File: src/rtl/bus_master_if_pkg.sv
// Shared definitions for the bus master interface.
// Holds the FSM state encoding, the active-low enable levels used on the bus
// control lines, the rw direction encoding and the default bus widths.
package bus_master_if_pkg;

   typedef enum logic [1:0] {
      StIdle   = 2'd0,
      StReq    = 2'd1,
      StAccess = 2'd2,
      StWait   = 2'd3
   } state_e;

   // Bus control lines are active-low
   localparam logic ENABLE_  = 1'b0;
   localparam logic DISABLE_ = 1'b1;

   localparam logic READ  = 1'b1;
   localparam logic WRITE = 1'b0;

   localparam int unsigned DEF_ADDR_W = 30;
   localparam int unsigned DEF_DATA_W = 32;

endpackage

File: src/rtl/bus_master_if_timer.sv
// WAIT-state timeout counter for bus_master_if.
// Only instantiated when BUS_MASTER_IF_TIMEOUT_EN is defined.
// Ports:
//   clk, rst  - clock, asynchronous active-high reset
//   wait_cyc  - high while the master sits in WAIT; low clears the count
//   expired   - high in the WAIT cycle in which the count reaches TIMEOUT_CYC
module bus_master_if_timer #(
   parameter int unsigned TIMEOUT_CYC = 255
) (
   input  logic clk,
   input  logic rst,
   input  logic wait_cyc,
   output logic expired
);

   localparam int unsigned CntW = (TIMEOUT_CYC > 255) ? $clog2(TIMEOUT_CYC + 1) : 8;
   // cnt_q holds completed WAIT cycles, so the TIMEOUT_CYC-th one sees Limit
   localparam logic [CntW-1:0] Limit = CntW'(TIMEOUT_CYC - 1);

   logic [CntW-1:0] cnt_q, cnt_d;

   always_comb begin
      cnt_d = '0;
      if (wait_cyc) begin
         cnt_d = (cnt_q == Limit) ? cnt_q : cnt_q + CntW'(1);
      end
   end

   assign expired = wait_cyc && (cnt_q == Limit);

   always_ff @(posedge clk or posedge rst) begin
      if (rst) begin
         cnt_q <= '0;
      end else begin
         cnt_q <= cnt_d;
      end
   end

endmodule

File: src/rtl/bus_master_if.sv
// Master-side bus interface unit: turns a single core access into the shared
// bus handshake (request, grant, address strobe, wait for ready). One access
// outstanding at most; completion reported by core_ack, abort by core_err.
// Optional: define BUS_MASTER_IF_TIMEOUT_EN to abort WAIT after TIMEOUT_CYC cycles.
// Ports:
//   clk, rst                  - clock, asynchronous active-high reset
//   core_req/rw/addr/wr_data  - core access request (accepted when not busy)
//   core_busy/ack/err/rd_data - core status, completion pulses, read data
//   bus_req_/bus_grnt_        - arbiter request/grant (active-low)
//   bus_addr/as_/rw/wr_data   - access drive towards slaves
//   bus_rd_data/bus_rdy_      - muxed slave response
module bus_master_if
   import bus_master_if_pkg::*;
#(
   parameter int unsigned ADDR_W      = DEF_ADDR_W,
   parameter int unsigned DATA_W      = DEF_DATA_W,
   parameter int unsigned TIMEOUT_CYC = 255
) (
   input  logic              clk,
   input  logic              rst,
   input  logic              core_req,
   input  logic              core_rw,
   input  logic [ADDR_W-1:0] core_addr,
   input  logic [DATA_W-1:0] core_wr_data,
   output logic              core_busy,
   output logic              core_ack,
   output logic              core_err,
   output logic [DATA_W-1:0] core_rd_data,
   output logic              bus_req_,
   input  logic              bus_grnt_,
   output logic [ADDR_W-1:0] bus_addr,
   output logic              bus_as_,
   output logic              bus_rw,
   output logic [DATA_W-1:0] bus_wr_data,
   input  logic [DATA_W-1:0] bus_rd_data,
   input  logic              bus_rdy_
);

   state_e            state_q, state_d;
   logic              rw_q;
   logic [ADDR_W-1:0] addr_q;
   logic [DATA_W-1:0] wr_data_q;
   logic              done, abort, timeout_hit, drive;

   logic              bus_req_q, bus_req_d;
   logic              bus_as_q, bus_as_d;
   logic              bus_rw_q, bus_rw_d;
   logic [ADDR_W-1:0] bus_addr_q, bus_addr_d;
   logic [DATA_W-1:0] bus_wr_data_q, bus_wr_data_d;
   logic              core_ack_q, core_err_q;
   logic [DATA_W-1:0] rd_data_q;

`ifdef BUS_MASTER_IF_TIMEOUT_EN
   bus_master_if_timer #(
      .TIMEOUT_CYC(TIMEOUT_CYC)
   ) u_timer (
      .clk     (clk),
      .rst     (rst),
      .wait_cyc(state_q == StWait),
      .expired (timeout_hit)
   );
`else
   logic timeout_unused;
   assign timeout_unused = (TIMEOUT_CYC != 0);
   assign timeout_hit    = 1'b0;
`endif

   always_comb begin
      state_d = state_q;
      done    = 1'b0;
      abort   = 1'b0;
      unique case (state_q)
         StIdle: if (core_req) state_d = StReq;
         StReq:  if (bus_grnt_ == ENABLE_) state_d = StAccess;
         StAccess, StWait: begin
            // Ready wins over a simultaneous grant loss or timeout
            if (bus_rdy_ == ENABLE_) begin
               done    = 1'b1;
               state_d = StIdle;
            end else if ((bus_grnt_ == DISABLE_) || timeout_hit) begin
               abort   = 1'b1;
               state_d = StIdle;
            end else begin
               state_d = StWait;
            end
         end
         default: state_d = StIdle;
      endcase

      // Bus outputs are registered, so encode them from the next state
      drive         = (state_d == StAccess) || (state_d == StWait);
      bus_req_d     = (state_d == StIdle) ? DISABLE_ : ENABLE_;
      bus_as_d      = (state_d == StAccess) ? ENABLE_ : DISABLE_;
      bus_rw_d      = drive ? rw_q : WRITE;
      bus_addr_d    = drive ? addr_q : '0;
      bus_wr_data_d = drive ? wr_data_q : '0;
   end

   always_ff @(posedge clk or posedge rst) begin
      if (rst) begin
         state_q       <= StIdle;
         rw_q          <= WRITE;
         addr_q        <= '0;
         wr_data_q     <= '0;
         bus_req_q     <= DISABLE_;
         bus_as_q      <= DISABLE_;
         bus_rw_q      <= WRITE;
         bus_addr_q    <= '0;
         bus_wr_data_q <= '0;
         core_ack_q    <= 1'b0;
         core_err_q    <= 1'b0;
         rd_data_q     <= '0;
      end else begin
         state_q <= state_d;
         if ((state_q == StIdle) && core_req) begin
            rw_q      <= core_rw;
            addr_q    <= core_addr;
            wr_data_q <= core_wr_data;
         end
         bus_req_q     <= bus_req_d;
         bus_as_q      <= bus_as_d;
         bus_rw_q      <= bus_rw_d;
         bus_addr_q    <= bus_addr_d;
         bus_wr_data_q <= bus_wr_data_d;
         core_ack_q    <= done;
         core_err_q    <= abort;
         if (done && (rw_q == READ)) begin
            rd_data_q <= bus_rd_data;
         end
      end
   end

   assign core_busy    = (state_q != StIdle);
   assign core_ack     = core_ack_q;
   assign core_err     = core_err_q;
   assign core_rd_data = rd_data_q;
   assign bus_req_     = bus_req_q;
   assign bus_as_      = bus_as_q;
   assign bus_rw       = bus_rw_q;
   assign bus_addr     = bus_addr_q;
   assign bus_wr_data  = bus_wr_data_q;

endmodule

File: config.mk
export PLATFORM = sky130hd
export DESIGN_NAME = bus_master_if
export DESIGN_NICKNAME = d
export VERILOG_FILES = /design/src/rtl/bus_master_if_pkg.sv /design/src/rtl/bus_master_if_timer.sv /design/src/rtl/bus_master_if.sv
export SDC_FILE = /design/constraint.sdc
export NUM_CORES = 1
export LEC_CHECK = 0
export CAP_MARGIN = 20
export CORE_UTILIZATION = 42
export DETAILED_ROUTE_END_ITERATION = 10
export PLACE_DENSITY = 0.77
export RECOVER_POWER = 100
export SYNTH_ARGS = -nofsm -noshare
export SYNTH_HDL_FRONTEND = slang
export SYNTH_SLANG_ARGS = --single-unit
File: constraint.sdc
create_clock -name clk -period 4.5 [get_ports clk]
set_input_delay 0.45 -clock clk [delete_from_list [all_inputs] [get_ports clk]]
set_output_delay 0.45 -clock clk [all_outputs]
set_load 0.05 [all_outputs]
==> out/qor.txt, run 1 <==
GRT
--------------------------------------------------------------------------------------
Initial antenna violation count                                                      0
Global-route wire length before repair                                       19,600 um
Remaining Overflow, GRT                                                              0
Maximum number of pins on one net before global-route repair                        91
Global Route Usage Sum                                                           17.2%
Number of global-route vias before repair                                        3,907

CLOCK NETWORK
--------------------------------------------------------------------------------------
Post CTS Setup Buffer Count                                                          0
Clock buffer depth                                                                   2
Number of CTS-inserted buffers                                                      17
Number of H-tree branching levels                                                    4
Worst-skew pair later-pin latency                                               410 ps
Clock tree from TritonCTS                                                         done
Cell at the root of the clock tree                                           clkbuf_16
Hold bufs inserted after CTS                                                         0
Clock transition at the registers of the reported paths                          60 ps
PostCTS Resize Cnt                                                                   0
Clock sink total                                                                   164

WORST SETUP PATH
--------------------------------------------------------------------------------------
Worst path bufs/invs                                                                 1
Signal arrival time at the worst endpoint                                      3240 ps
Reg-to-Reg End                                                            bus_addr[15]
Crit Path Class                                                           register to register
FF-to-FF path depth                                                                  3
Cell with the largest stage delay on the worst path                           clkbuf_1
Cells along the critical path                                             mux2i_4 -> clkbuf_1 -> nor3b_1
Launch point of the critical path                                           state_q[1]
Critical path launch point type                                               register
Max Fanout on Critical Path                                                         36
Worst stage delay on the critical path                                         1260 ps
Worst reg2reg startpoint                                                    state_q[1]
Minimum setup slack among reg-to-reg paths                                     1480 ps
Crit path required time                                                        4710 ps
Critical path endpoint category                                               register
Family with the most delay on the worst path                              buffers and inverters

STA
--------------------------------------------------------------------------------------
Setup_tns                                                                         0 ps
Maximum clock frequency                                                        331 MHz
Slew at the pin with the worst max-slew slack                                  1700 ps
Worst clock skew                                                               5.71 ps
Max-slew headroom                                                               -13.0%
Hold violation count in the final report                                             0
Final Max Tran Viols                                                               205
Final count of negative-setup-slack endpoints                                        0
Unrepaired setup endpoints after global routing                                  false
Fin Hold WS                                                                     481 ps
Final cycle utilization of the critical path                                     67.2%
Final period demand of the worst path                                          3020 ps

LOGIC SYNTHESIS
--------------------------------------------------------------------------------------
Post-synth top cells                                                      162 x dfrtp_1, 63 x nor3b_1, 60 x mux2_4
Net Count, Synth                                                                   461
Post-synth top area share                                                        65.1%
Most common flop cell mapped by yosys                                          dfrtp_1
Cell accounting for the most synthesized area                                  dfrtp_1
Post-Syn Area per Cell                                                       17.2 um^2
Number of distinct standard cells referenced by the synthesized netlist             22
Post-synthesis sequential area ratio                                             65.9%
Number of flops mapped to enable cells by yosys                                      0
Cell types occupying the most area after synthesis                        dfrtp_1 65%, mux2_4 14%, nor3b_1 7.6%
Synthesized area                                                          0.00623 mm^2
Flop and latch count out of synthesis                                              164
Most used standard cell by instance count after synthesis                      dfrtp_1
Warning count from the yosys run                                                     0
Number of instances in the synthesized netlist                                     361
Async set or reset register ratio after synthesis                                 100%

DETAILED ROUTING
--------------------------------------------------------------------------------------
Routed length on met3                                                          1130 um
Met1 wire length                                                               5170 um
Routed wire length per instance                                                16.5 um
Post-detailed-route count of antenna-violating nets                                  0
Violation count after the first detailed-route iteration                           147
Highest layer used for signal routing                                             met4
Post-DR vias/cell                                                                 4.79
Metal2 WL                                                                      6000 um
Routed wire length                                                           12,400 um
DRC viols                                                                            0
Number of vias after detailed routing                                            3,611
First-pass iteration count of the detailed router                                    4

MIN PATH
--------------------------------------------------------------------------------------
Class of the worst hold path                                              register to register
Cell depth of the worst min-delay path                                               1
Hold Crit Endpoint                                                          addr_q[25]
Launch point of the worst hold path                                         addr_q[25]

POWER
--------------------------------------------------------------------------------------
Total power                                                                    5.38 mW
Leakage                                                                        3.81 nW
Worst VDD drop                                                              0.000230 V
Cell Pwr Density                                                           627 mW/mm^2

PLACEMENT
--------------------------------------------------------------------------------------
HPWL after detailed placement                                                  8300 um
Placed Instances                                                                   724
Final GP Congestion                                                              0.702
IO buf count                                                                       199

CELLS AND AREA
--------------------------------------------------------------------------------------
Share of the core filled with cells in the final layout                          59.2%
N_diodes                                                                             0
Flip-flop and latch area                                                  0.00411 mm^2
Layout Area Growth over Synthesis                                                37.8%
Area of the multi-input gates                                             0.00165 mm^2
Fraction of layout instances using a drive strength above 1                      13.2%
Layout net count                                                                   659
Fill cells                                                                       1,150
Final non-filler cell total                                                        754

JOB
--------------------------------------------------------------------------------------
# Max-Cap Violations                                                                 5

FLOORPLAN
--------------------------------------------------------------------------------------
Number of primary I/O pins                                                         200
Effective utilization at floorplan                                               43.0%
Width of the die                                                                124 um
Core region area                                                           0.0145 mm^2
Std-Cell Rows                                                                       44
Y dimension of the die                                                          124 um
Die outline area                                                           0.0153 mm^2

STATUS
--------------------------------------------------------------------------------------
Run status                                                                complete, but fails checks
Violated checks                                                           capacitance limit, slew limit

-- layout by cell type, fill, tap and decap left out, drive strengths merged --
cell type and n:
nor3b 64, mux2 95, dfrtp 162, dlygate4sd3 101
or3b 1, mux2i 2, nor2 2, clkbuf 27
o21ai 1, or2 1, buf 1, clkinvlp 4
bufinv 1, inv 1, dfstp 2, nand3b 2
clkinv 3, and3 1, clkdlybuf4s50 97, o21a 1
nor2b 1
-- metrics by stage --
stage	worst slack [ps]	instance area (um^2)
final	1480	8580
after global routing	1130	8580
after CTS	1960	8840
after detailed placement	1930	8280
after global placement	2000	8280
after floorplan	1970	6230
-- state kept, by name (all words and copies together) (netlist names) --
| name | flops |
|---|---|
| core_err | 1 |
| addr_q | 30 |
| bus_req_ | 1 |
| state_q | 2 |
| bus_rw | 1 |
| wr_data_q | 32 |
| core_ack | 1 |
| rw_q | 1 |
| bus_wr_data | 32 |
| bus_as_ | 1 |
| bus_addr | 30 |
| core_rd_data | 32 |
-- worst reg2reg max path, cell delays in order (launching register included) --
cell and delay [ps]:
dfrtp_1 560, mux2i_4 850, clkbuf_1 1270, nor3b_1 160
-- cell type report --
| type | count | share of cell area [%] |
|---|---|---|
| Timing Repair Buffer | 204 | 23.6 |
| Tap cell | 184 | 2.68 |
| Inverter | 1 | 0.0583 |
| Clock inverter | 8 | 0.890 |
| Clock buffer | 22 | 5.64 |
| Multi-Input combinational cell | 171 | 19.3 |
| Sequential cell | 164 | 47.9 |
-- kinds of logic (layout without fill, tap and decap cells) --
kind of cell,Yosys count,in the layout,share of synthesized area [%]
AO/OA/AOI/OAI,2,2,0.201
buffers and inverters,26,235,3.88
flip-flops,164,164,65.9
multiplexers,97,97,21.3
AND/OR/NAND/NOR,72,72,8.66
-- power by group --
group / total, mW / switching (mW) / internal, mW
Combinational: 1.91 / 1.20 / 0.712
Clock: 1.36 / 0.546 / 0.812
Sequential: 2.10 / 0.188 / 1.92
Total: 5.38 / 1.94 / 3.44
-- layer usage --
metal | vias up | global-route usage [%]
met5 | - | 0
met4 | 0 | 6.33
met3 | 11 | 6.68
met2 | 131 | 27.7
met1 | 1832 | 21.0
li1 | 1637 | -
-- worst max path at each step --
stage | endpoint | slack (ps) | depth (start not counted)
floorplan | addr_q[0] | 1970 | 1
global placement | bus_addr[6] | 2000 | 4
detailed placement | bus_addr[11] | 1930 | 4
CTS | core_busy | 1960 | 2
global route | bus_wr_data[28] | 1130 | 3
finish | bus_addr[15] | 1480 | 3
No activity file was read; power rests on OpenSTA's default activity.
==> run 2, diff against run 1 <==
==> constraint.sdc (replaced) <==
create_clock -name clk -period 2.65 [get_ports clk]
set_input_delay 0.265 -clock clk [delete_from_list [all_inputs] [get_ports clk]]
set_output_delay 0.265 -clock clk [all_outputs]
set_load 0.05 [all_outputs]
==> out/qor.txt, run 2 (synthesis results as in run 1) <==
FLOORPLAN
---------------------------------------------------------------------------
Die outline area                                                0.0153 mm^2
Std-Cell Rows                                                            44
Effective utilization at floorplan                                    43.0%
Number of primary I/O pins                                              200
Width of the die                                                     124 um
Core region area                                                0.0145 mm^2
Y dimension of the die                                               124 um

WORST SETUP PATH
---------------------------------------------------------------------------
Critical path endpoint category                                 output port
Signal arrival time at the worst endpoint                           2070 ps
Crit Path Class                                                register to output port
Worst reg2reg startpoint                                         state_q[1]
Crit path required time                                             2380 ps
Launch point of the critical path                                state_q[1]
Critical path launch point type                                    register
Max Fanout on Critical Path                                              10

CELLS AND AREA
---------------------------------------------------------------------------
Fraction of layout instances using a drive strength above 1           14.5%
Layout Area Growth over Synthesis                                     38.5%
Most used cells in the layout excluding fill and tap cells     162 x dfrtp_1, 100 x dlygate4sd3_1, 98 x clkdlybuf4s50_1, 64 x nor3b_1, 57 x mux2_1
N_diodes                                                                  0
Commonest non-fill, non-tap cell in the layout                      dfrtp_1
Fill cells                                                            1,175
Layout net count                                                        661
Non-Filler Cell Area, Final                                    0.00863 mm^2
Share of the core filled with cells in the final layout               59.6%

POWER
---------------------------------------------------------------------------
Net load switching power                                            3.35 mW
Worst VDD drop                                                   0.000514 V
Cell-internal power                                                 5.97 mW
Cell Pwr Density                                               1080 mW/mm^2
Share of total power in combinational logic                           35.0%
Relative contribution of the clock network to total power             26.6%
Sw Share                                                              36.0%
Sequential power share                                                38.4%
Leakage                                                             3.84 nW

STA
---------------------------------------------------------------------------
Final period demand of the worst path                               2340 ps
Unrepaired setup endpoints after global routing                       false
Worst clock skew                                                    5.50 ps
Final cycle utilization of the critical path                          88.3%
Setup_tns                                                              0 ps
Final Max Tran Viols                                                    166
Max-slew headroom                                                    -24.2%
Final count of negative-setup-slack endpoints                             0
Slew at the pin with the worst max-slew slack                       1860 ps
Maximum clock frequency                                             428 MHz
Hold violation count in the final report                                  0

JOB
---------------------------------------------------------------------------
# Max-Cap Violations                                                      2

STATUS
---------------------------------------------------------------------------
Violated checks                                                capacitance limit, slew limit
Run status                                                     complete, but fails checks

CLOCK NETWORK
---------------------------------------------------------------------------
Worst-skew pair later-pin latency                                    420 ps
Number of CTS-inserted buffers                                           17
Post CTS Setup Buffer Count                                               0
Clock transition at the registers of the reported paths               60 ps
Clock sink total                                                        164
Clock tree from TritonCTS                                              done
Cell at the root of the clock tree                                clkbuf_16
Number of H-tree branching levels                                         4
Clock buffer depth                                                        2
PostCTS Resize Cnt                                                        0
Hold bufs inserted after CTS                                              0

DETAILED ROUTING
---------------------------------------------------------------------------
Routed wire length                                                12,700 um
First-pass iteration count of the detailed router                         4
Post-DR vias/cell                                                      4.85
Violation count after the first detailed-route iteration                154
DRC viols                                                                 0
Number of vias after detailed routing                                 3,679
Routed wire length per instance                                     16.8 um
Post-detailed-route count of antenna-violating nets                       0

MIN PATH
---------------------------------------------------------------------------
Launch point of the worst hold path                               bus_grnt_
Class of the worst hold path                                   input port to register

GRT
---------------------------------------------------------------------------
Global Route Usage Sum                                                17.6%
Initial antenna violation count                                           0
Maximum number of pins on one net before global-route repair             86
Global-route wire length before repair                            20,000 um
Number of global-route vias before repair                             3,928
Remaining Overflow, GRT                                                   0

PLACEMENT
---------------------------------------------------------------------------
Area after detailed placement                                  0.00832 mm^2
HPWL after detailed placement                                       8450 um
IO buf count                                                            199
Final GP Congestion                                                   0.689

==> run 2: power by group through the flow <==
stage          logic (mW)  clock network (mW)  registers [mW]
5_1_grt              3.45                2.64            3.69
2_1_floorplan        1.22                   0            4.99
3_3_place_gp         3.68                   0            3.63
4_1_cts              3.76                2.54            3.63
3_5_place_dp         3.75                   0            3.66
6_report             3.26                2.47            3.58
==> run 2: cell type report <==
cell class | instances | area, um^2 | share of cell area, %
clock buffer | 19 | 443 | 5.13
tap | 184 | 230 | 2.67
sequential | 164 | 4110 | 47.6
clock inverter | 13 | 159 | 1.84
timing repair buffer | 206 | 2020 | 23.5
inverter | 1 | 5.00 | 0.0580
multi-input combinational | 171 | 1660 | 19.2
==> run 2: metal layers <==
layer  up-vias  wire length [um]  global-route usage, %
met2       140              6050                   27.2
met5         -                 0                      0
met1      1864              5290                   22.1
met4         0               216                   7.08
li1       1655                 -                      -
met3        20              1150                   6.73
==> run 2: critical path, cell delays in order (launching register included) <==
cell,delay (ps)
dfrtp_1,560
or2_2,180
dlygate4sd3_1,920
==> run 2: stage by stage <==
| step | total power [mW] | instances | setup WS [ps] | hold WS [ps] |
|---|---|---|---|---|
| final | 9.32 | 758 | 311 | 400 |
| after detailed placement | 7.41 | 726 | 370 | 485 |
| after CTS | 9.93 | 758 | 304 | 384 |
| after floorplan | 6.21 | 361 | 302 | 331 |
| after global placement | 7.31 | 726 | 471 | 481 |
| after global routing | 9.77 | 758 | 183 | 431 |
==> run 2: worst paths after layout <==
path,to,slack (ps),depth (start not counted)
max in group asynchronous,addr_q[2],640,3
max reg2reg,addr_q[17],530,3
max,core_busy,310,2
min reg2reg,addr_q[13],480,1
min,state_q[1],400,2
min in group asynchronous,bus_wr_data[5],920,3
